## src/rtl/axi_read_arbiter_rr_if.sv

```systemverilog
// Read-path bundle for axi_read_arbiter_rr.
// slave modport : arbiter side facing the N cache read masters (m_* signals).
// master modport: arbiter side facing the downstream AXI read channel (s_* signals).
interface axi_read_arbiter_rr_if #(
  parameter int unsigned MASTERS    = 4,
  parameter int unsigned ADDR_WIDTH = 26,
  parameter int unsigned DATA_WIDTH = 32,
  parameter int unsigned ID_WIDTH   = 4,
  parameter int unsigned LEN_WIDTH  = 4
);
  // upstream (per-master) side
  logic [MASTERS-1:0]            m_arvalid;
  logic [MASTERS-1:0]            m_arready;
  logic [MASTERS*ADDR_WIDTH-1:0] m_araddr;
  logic [MASTERS*LEN_WIDTH-1:0]  m_arlen;
  logic [MASTERS-1:0]            m_rvalid;
  logic [MASTERS-1:0]            m_rready;
  logic [DATA_WIDTH-1:0]         m_rdata;
  logic                          m_rlast;

  // downstream AXI read side
  logic                  s_arvalid;
  logic                  s_arready;
  logic [ID_WIDTH-1:0]   s_arid;
  logic [ADDR_WIDTH-1:0] s_araddr;
  logic [LEN_WIDTH-1:0]  s_arlen;
  logic                  s_rvalid;
  logic                  s_rready;
  logic [ID_WIDTH-1:0]   s_rid;
  logic                  s_rlast;
  logic [DATA_WIDTH-1:0] s_rdata;

  modport slave (
    input  m_arvalid, m_araddr, m_arlen, m_rready,
    output m_arready, m_rvalid, m_rdata, m_rlast
  );

  modport master (
    output s_arvalid, s_arid, s_araddr, s_arlen, s_rready,
    input  s_arready, s_rvalid, s_rid, s_rlast, s_rdata
  );
endinterface

```

## src/rtl/axi_read_arbiter_rr.sv

```systemverilog
// N-master read arbiter onto one AXI-style read channel, one burst in flight.
// Grants round-robin (or fixed lowest-index priority when ARB_FIXED_PRIORITY_EN
// is defined), tags ARID with the master index and steers R beats back by RID.
// Ports:
//   clk, rst    : clock, synchronous active-high reset
//   up (slave)  : per-master AR request/accept and R beat delivery
//   dn (master) : downstream AR channel and R channel
//   busy        : FSM not idle
//   grant_idx   : current or last granted master
//   err_sticky  : RID mismatch / beat-count violation seen since reset
module axi_read_arbiter_rr #(
  parameter int unsigned MASTERS    = 4,
  parameter int unsigned ADDR_WIDTH = 26,
  parameter int unsigned DATA_WIDTH = 32,
  parameter int unsigned ID_WIDTH   = 4,
  parameter int unsigned LEN_WIDTH  = 4
) (
  input  logic                        clk,
  input  logic                        rst,
  axi_read_arbiter_rr_if.slave        up,
  axi_read_arbiter_rr_if.master       dn,
  output logic                        busy,
  output logic [$clog2(MASTERS)-1:0]  grant_idx,
  output logic                        err_sticky
);
  localparam int unsigned IDX_W = $clog2(MASTERS);
  localparam int unsigned CNT_W = LEN_WIDTH + 1;

  typedef enum logic [1:0] {IDLE, ADDR, DATA} state_t;

  state_t                state_q, state_d;
  logic [IDX_W-1:0]      gnt_q, gnt_d;
  logic [ADDR_WIDTH-1:0] addr_q, addr_d;
  logic [LEN_WIDTH-1:0]  len_q, len_d;
  logic [CNT_W-1:0]      cnt_q, cnt_d;
  logic                  err_q, err_d;

  logic                  req_found;
  logic [IDX_W-1:0]      req_sel;
  logic                  rid_match;

  logic [MASTERS-1:0]    arready_c;
  logic [MASTERS-1:0]    rvalid_c;
  logic                  rready_c;
  logic [DATA_WIDTH-1:0] rdata_c;
  logic                  rlast_c;
  logic                  arvalid_c;

`ifdef ARB_FIXED_PRIORITY_EN
  // Lowest-index active requester wins; downward scan lets the lowest write last.
  always_comb begin
    req_found = 1'b0;
    req_sel   = '0;
    for (int unsigned k = MASTERS; k > 0; k--) begin
      if (up.m_arvalid[IDX_W'(k - 1)]) begin
        req_found = 1'b1;
        req_sel   = IDX_W'(k - 1);
      end
    end
  end
`else
  logic [IDX_W-1:0] rr_ptr_q, rr_ptr_d;
  logic [IDX_W-1:0] rr_idx;

  // First requester scanning upward from rr_ptr+1 with wrap.
  always_comb begin
    req_found = 1'b0;
    req_sel   = '0;
    rr_idx    = '0;
    for (int unsigned k = 0; k < MASTERS; k++) begin
      rr_idx = IDX_W'((32'(rr_ptr_q) + 32'd1 + k) % MASTERS);
      if (!req_found && up.m_arvalid[rr_idx]) begin
        req_found = 1'b1;
        req_sel   = rr_idx;
      end
    end
  end
`endif

  // Next-state and channel steering.
  always_comb begin
    state_d   = state_q;
    gnt_d     = gnt_q;
    addr_d    = addr_q;
    len_d     = len_q;
    cnt_d     = cnt_q;
    err_d     = err_q;
`ifndef ARB_FIXED_PRIORITY_EN
    rr_ptr_d  = rr_ptr_q;
`endif
    arready_c = '0;
    rvalid_c  = '0;
    rready_c  = 1'b0;
    rdata_c   = '0;
    rlast_c   = 1'b0;
    arvalid_c = 1'b0;
    rid_match = (dn.s_rid == ID_WIDTH'(gnt_q));

    unique case (state_q)
      IDLE: begin
        if (req_found) begin
          arready_c[req_sel] = 1'b1;
          gnt_d   = req_sel;
          addr_d  = up.m_araddr[32'(req_sel) * ADDR_WIDTH +: ADDR_WIDTH];
          len_d   = up.m_arlen[32'(req_sel) * LEN_WIDTH +: LEN_WIDTH];
`ifndef ARB_FIXED_PRIORITY_EN
          rr_ptr_d = req_sel;
`endif
          state_d = ADDR;
        end
      end
      ADDR: begin
        arvalid_c = 1'b1;
        if (dn.s_arready) begin
          cnt_d   = '0;
          state_d = DATA;
        end
      end
      DATA: begin
        if (rid_match) begin
          rvalid_c[gnt_q] = dn.s_rvalid;
          rready_c        = up.m_rready[gnt_q];
          rdata_c         = dn.s_rdata;
          rlast_c         = dn.s_rlast;
          if (dn.s_rvalid && up.m_rready[gnt_q]) begin
            cnt_d = cnt_q + CNT_W'(1);
            if (dn.s_rlast) begin
              // early rlast still closes the burst
              if (cnt_q < CNT_W'(len_q)) err_d = 1'b1;
              state_d = IDLE;
            end else if (cnt_q == CNT_W'(len_q)) begin
              err_d = 1'b1;
            end
          end
        end else begin
          // foreign RID: swallow the beat so the channel cannot wedge
          rready_c = 1'b1;
          if (dn.s_rvalid) err_d = 1'b1;
        end
      end
      default: state_d = IDLE;
    endcase
  end

  always_ff @(posedge clk) begin
    if (rst) begin
      state_q  <= IDLE;
      gnt_q    <= '0;
      addr_q   <= '0;
      len_q    <= '0;
      cnt_q    <= '0;
      err_q    <= 1'b0;
`ifndef ARB_FIXED_PRIORITY_EN
      rr_ptr_q <= IDX_W'(MASTERS - 1);
`endif
    end else begin
      state_q  <= state_d;
      gnt_q    <= gnt_d;
      addr_q   <= addr_d;
      len_q    <= len_d;
      cnt_q    <= cnt_d;
      err_q    <= err_d;
`ifndef ARB_FIXED_PRIORITY_EN
      rr_ptr_q <= rr_ptr_d;
`endif
    end
  end

  // Every output, registered or combinational, reads 0 while rst is high.
  assign up.m_arready = rst ? '0 : arready_c;
  assign up.m_rvalid  = rst ? '0 : rvalid_c;
  assign up.m_rdata   = rst ? '0 : rdata_c;
  assign up.m_rlast   = !rst && rlast_c;
  assign dn.s_arvalid = !rst && arvalid_c;
  assign dn.s_arid    = rst ? '0 : ID_WIDTH'(gnt_q);
  assign dn.s_araddr  = rst ? '0 : addr_q;
  assign dn.s_arlen   = rst ? '0 : len_q;
  assign dn.s_rready  = !rst && rready_c;
  assign busy         = !rst && (state_q != IDLE);
  assign grant_idx    = rst ? '0 : gnt_q;
  assign err_sticky   = !rst && err_q;
endmodule

```

## src/flat_wrapper.sv

```systemverilog
// flat-port wrapper written by rule: the top's interface ports become plain ports
module axi_read_arbiter_rr_flat 
#(
  parameter int unsigned MASTERS    = 4,
  parameter int unsigned ADDR_WIDTH = 26,
  parameter int unsigned DATA_WIDTH = 32,
  parameter int unsigned ID_WIDTH   = 4,
  parameter int unsigned LEN_WIDTH  = 4
)
  (clk, rst, busy, grant_idx, err_sticky, up_m_arvalid, up_m_araddr, up_m_arlen, up_m_rready, up_m_arready, up_m_rvalid, up_m_rdata, up_m_rlast, dn_s_arvalid, dn_s_arid, dn_s_araddr, dn_s_arlen, dn_s_rready, dn_s_arready, dn_s_rvalid, dn_s_rid, dn_s_rlast, dn_s_rdata);
  axi_read_arbiter_rr_if #(.MASTERS(MASTERS), .ADDR_WIDTH(ADDR_WIDTH), .DATA_WIDTH(DATA_WIDTH), .ID_WIDTH(ID_WIDTH), .LEN_WIDTH(LEN_WIDTH)) up_i ();
  axi_read_arbiter_rr_if #(.MASTERS(MASTERS), .ADDR_WIDTH(ADDR_WIDTH), .DATA_WIDTH(DATA_WIDTH), .ID_WIDTH(ID_WIDTH), .LEN_WIDTH(LEN_WIDTH)) dn_i ();
  input  logic clk;
  input  logic rst;
  output logic busy;
  output logic [$clog2(MASTERS)-1:0] grant_idx;
  output logic err_sticky;
  input wire logic [$bits(up_i.m_arvalid)-1:0] up_m_arvalid;
  input wire logic [$bits(up_i.m_araddr)-1:0] up_m_araddr;
  input wire logic [$bits(up_i.m_arlen)-1:0] up_m_arlen;
  input wire logic [$bits(up_i.m_rready)-1:0] up_m_rready;
  output wire logic [$bits(up_i.m_arready)-1:0] up_m_arready;
  output wire logic [$bits(up_i.m_rvalid)-1:0] up_m_rvalid;
  output wire logic [$bits(up_i.m_rdata)-1:0] up_m_rdata;
  output wire logic [$bits(up_i.m_rlast)-1:0] up_m_rlast;
  output wire logic [$bits(dn_i.s_arvalid)-1:0] dn_s_arvalid;
  output wire logic [$bits(dn_i.s_arid)-1:0] dn_s_arid;
  output wire logic [$bits(dn_i.s_araddr)-1:0] dn_s_araddr;
  output wire logic [$bits(dn_i.s_arlen)-1:0] dn_s_arlen;
  output wire logic [$bits(dn_i.s_rready)-1:0] dn_s_rready;
  input wire logic [$bits(dn_i.s_arready)-1:0] dn_s_arready;
  input wire logic [$bits(dn_i.s_rvalid)-1:0] dn_s_rvalid;
  input wire logic [$bits(dn_i.s_rid)-1:0] dn_s_rid;
  input wire logic [$bits(dn_i.s_rlast)-1:0] dn_s_rlast;
  input wire logic [$bits(dn_i.s_rdata)-1:0] dn_s_rdata;
  assign up_i.m_arvalid = up_m_arvalid;
  assign up_i.m_araddr = up_m_araddr;
  assign up_i.m_arlen = up_m_arlen;
  assign up_i.m_rready = up_m_rready;
  assign up_m_arready = up_i.m_arready;
  assign up_m_rvalid = up_i.m_rvalid;
  assign up_m_rdata = up_i.m_rdata;
  assign up_m_rlast = up_i.m_rlast;
  assign dn_s_arvalid = dn_i.s_arvalid;
  assign dn_s_arid = dn_i.s_arid;
  assign dn_s_araddr = dn_i.s_araddr;
  assign dn_s_arlen = dn_i.s_arlen;
  assign dn_s_rready = dn_i.s_rready;
  assign dn_i.s_arready = dn_s_arready;
  assign dn_i.s_rvalid = dn_s_rvalid;
  assign dn_i.s_rid = dn_s_rid;
  assign dn_i.s_rlast = dn_s_rlast;
  assign dn_i.s_rdata = dn_s_rdata;
  axi_read_arbiter_rr #(.MASTERS(MASTERS), .ADDR_WIDTH(ADDR_WIDTH), .DATA_WIDTH(DATA_WIDTH), .ID_WIDTH(ID_WIDTH), .LEN_WIDTH(LEN_WIDTH)) u_core (.clk(clk), .rst(rst), .up(up_i), .dn(dn_i), .busy(busy), .grant_idx(grant_idx), .err_sticky(err_sticky));
endmodule
```

## config.mk

```make
export PLATFORM = sky130hd
export DESIGN_NAME = axi_read_arbiter_rr_flat
export DESIGN_NICKNAME = d
export VERILOG_FILES = /design/src/rtl/axi_read_arbiter_rr_if.sv /design/src/rtl/axi_read_arbiter_rr.sv /design/src/flat_wrapper.sv
export SDC_FILE = /design/constraint.sdc
export NUM_CORES = 1
export LEC_CHECK = 0
export CORE_UTILIZATION = 39
export CTS_CLUSTER_DIAMETER = 150
export CTS_CLUSTER_SIZE = 16
export DETAILED_ROUTE_END_ITERATION = 10
export PLACE_DENSITY = 0.86
export SETUP_SLACK_MARGIN = 0.2
export SYNTH_ARGS = -nofsm -noshare
export SYNTH_HDL_FRONTEND = slang
export SYNTH_SLANG_ARGS = --single-unit
export TNS_END_PERCENT = 1
```

## constraint.sdc

```tcl
create_clock -name clk -period 5.4 [get_ports clk]
set_input_delay 1.08 -clock clk [delete_from_list [all_inputs] [get_ports clk]]
set_output_delay 1.08 -clock clk [all_outputs]
set_load 0.02 [all_outputs]
```

==> flow_summary.json <==
{
  "hp-start": "u_core.cnt_q[0]",
  "tns_ns": 0,
  "core_um2": 8890,
  "postCtsSetupRepairBufs": 0,
  "timing.rr.end": "u_core.addr_q[13]",
  "drc_errors": 0,
  "wirelength_mm": 13.0,
  "yosysTopAreaCell": "dfxtp_1",
  "yosysUniqueCellTypes": 48,
  "synth_top_area_share": 0.230,
  "grt_first_pass_wirelength_mm": 20.3,
  "slew_headroom": 0.254,
  "clock_skew_ns": 0.00753,
  "via_per_inst": 5.35,
  "arrival_ns": 3.18,
  "mostFrequentLayoutCell": "clkdlybuf4s50_1",
  "wl_per_cell_um": 17.2,
  "worstSetupStartpointType": "input pin",
  "timing.rr.start": "u_core.rr_ptr_q[1]",
  "grt_start_max_net_pins": 47,
  "cts_tree": "built",
  "synthFlopType": "dfxtp_1",
  "hold_path_class": "reg -> reg",
  "antenna_cells": 0,
  "die-area_um2": 9750,
  "yosys_warnings": 0,
  "netlist_top_cells_area": "dfxtp_1, a211oi_2, mux2i_1",
  "crit_required_ns": 4.32,
  "drv_cap": 0,
  "peakVddDrop_mv": 0.232,
  "area_growth_pct": 69.1,
  "end_kind": "primary output",
  "clk_path_buf_depth": 2,
  "min_period_ns": 4.26,
  "finalCritPeriodShare": 0.789,
  "max_freq_ghz": 0.235,
  "total_power_mw": 1.25,
  "clk_pin_slew_ns": 0.08,
  "antenna_found_initial": 0,
  "pin_count": 250,
  "port_buffers": 247,
  "die_x_um": 98.7,
  "rsz0062_at_grt": "false",
  "cts_sinks": 42,
  "cellPowerDensity_nw_per_um2": 202,
  "drive_gt1_frac": 0.134,
  "syn_inst": 426,
  "grt_pass1_vias": 4088,
  "status": "finished, final reports clean",
  "cts_resized": 0,
  "firstDrtPassIters": 4,
  "hold_violations": 0,
  "layout.nets": 821,
  "gp_congestion": 0.820,
  "start_util": 0.410,
  "drt_iter0_markers": 145,
  "async_flop_share": 0,
  "path_class": "in -> out",
  "grt_usage": 0.259,
  "path_max_fanout": 6,
  "hold_path_end": "u_core.cnt_q[0]",
  "postRouteAntennaNets": 0,
  "power.leakage_nw": 2.49,
  "maxSlewViolCount": 0,
  "tightest_slew_ns": 1.12,
  "synth-edff-count": 0,
  "synth.avg_cell_area_um2": 8.56,
  "grt-ovfl-total": 0,
  "clock-root-buffer": "clkbuf_8",
  "synth-seq-cells": 42,
  "setup-violations-final": 0,
  "clkLatencyLatePin_ns": 0.29,
  "layout_common_cells": "clkdlybuf4s50_1, a211oi_2, nor2_1, dfxtp_1, and3_1",
  "rrSetupSlack_ns": 3.15,
  "h-tree-depth": 2,
  "num_vias": 4038,
  "synth_seq_area_share": 0.230,
  "synthesis.area_um2": 3650,
  "cts-hold-fix-buffers": 0,
  "cts_buffers": 5,
  "die_y_um": 98.7,
  "rr_worst_depth": 5,
  "whs_path_depth": 2,
  "hpwlAfterDp_mm": 9.77,
  "rows": 34
}
critical path: stages:
cell             delay, ns
clkdlybuf4s50_1       0.51
nor4_2                0.39
nand2b_1              0.34
nor2_2                0.10
and3_1                0.21
clkdlybuf4s50_1       0.54
Yosys cell counts (4+ instances only):
cell / count
and3_1: 36
a211oi_2: 56
inv_1: 35
dfxtp_1: 42
buf_6: 4
buf_12: 4
nor2_1: 45
ha_1: 5
nand3_1: 6
buf_2: 8
a21oi_1: 4
nor3_1: 5
mux2i_1: 31
a31oi_1: 30
nand2b_1: 4
nor2b_1: 34
clkbuf_1: 22
xor2_1: 5
nand2_1: 7
buf_4: 5
area by class of cell:
| cell class | instances | area (um2) |
|---|---|---|
| flip-flops and latches | 42 | 841 |
| repair buffers | 256 | 2530 |
| multi-input cells | 307 | 2410 |
| inverters | 35 | 131 |
| clock buffers | 6 | 82.6 |
| clock inverters | 1 | 30.0 |
| fillers | 730 | 2720 |
| well taps | 108 | 135 |
how the worst max path moves through the flow:
| stage | end | startpoint | cells past startpoint | slack, ns |
|---|---|---|---|---|
| after floorplan | up_m_arready[2] | up_m_arvalid[3] | 5 | 1.92 |
| after global placement | up_m_arready[2] | up_m_arvalid[1] | 6 | 1.21 |
| after detailed placement | up_m_arready[0] | up_m_arvalid[1] | 6 | 1.15 |
| after CTS | up_m_arready[0] | up_m_arvalid[1] | 6 | 1.14 |
| after global routing | up_m_arready[2] | up_m_arvalid[1] | 6 | 1.00 |
| final | up_m_arready[0] | up_m_arvalid[1] | 6 | 1.14 |
cells by family (layout without fill, tap and decap cells):
kind of cell	count (synthesis)	count (layout)	synth area share
other cells	1	2	0.00103
simple gates	158	158	0.250
buf+inv	78	298	0.114
compound gates	105	105	0.284
flops	42	42	0.230
mux	32	32	0.0912
fa+ha+maj	5	5	0.0171
xor+xnor	5	5	0.0120
power breakdown:
part	internal (mW)	total, mW	switching [mW]
Clock	0.148	0.254	0.106
Sequential	0.361	0.382	0.0207
Combinational	0.305	0.613	0.307
stage by stage:
stage	hold WS [ns]	cell area (um2)	worst slack, ns	std cells	utilization
floorplan	0.469	3650	1.92	427	-
global placement	0.481	6060	1.21	748	0.681
detailed placement	0.495	6060	1.15	748	0.681
CTS	0.507	6170	1.14	755	0.694
global route	0.547	6170	1.00	755	0.694
finish	0.507	6170	1.14	755	0.694
registers in the layout, indices dropped and copies added (netlist names):
register,cells
u_core.rr_ptr_q,2
u_core.addr_q,26
u_core.cnt_q,5
u_core.state_q,2
u_core.err_q,1
u_core.len_q,4
u_core.gnt_q,2
routing by layer:
metal | routed length (um) | track usage
met1 | 5410 | 0.312
met2 | 6530 | 0.474
met3 | 768 | 0.0426
met4 | 286 | 0.0758
met5 | 0 | 0
Power figures use the tool's default switching activity.
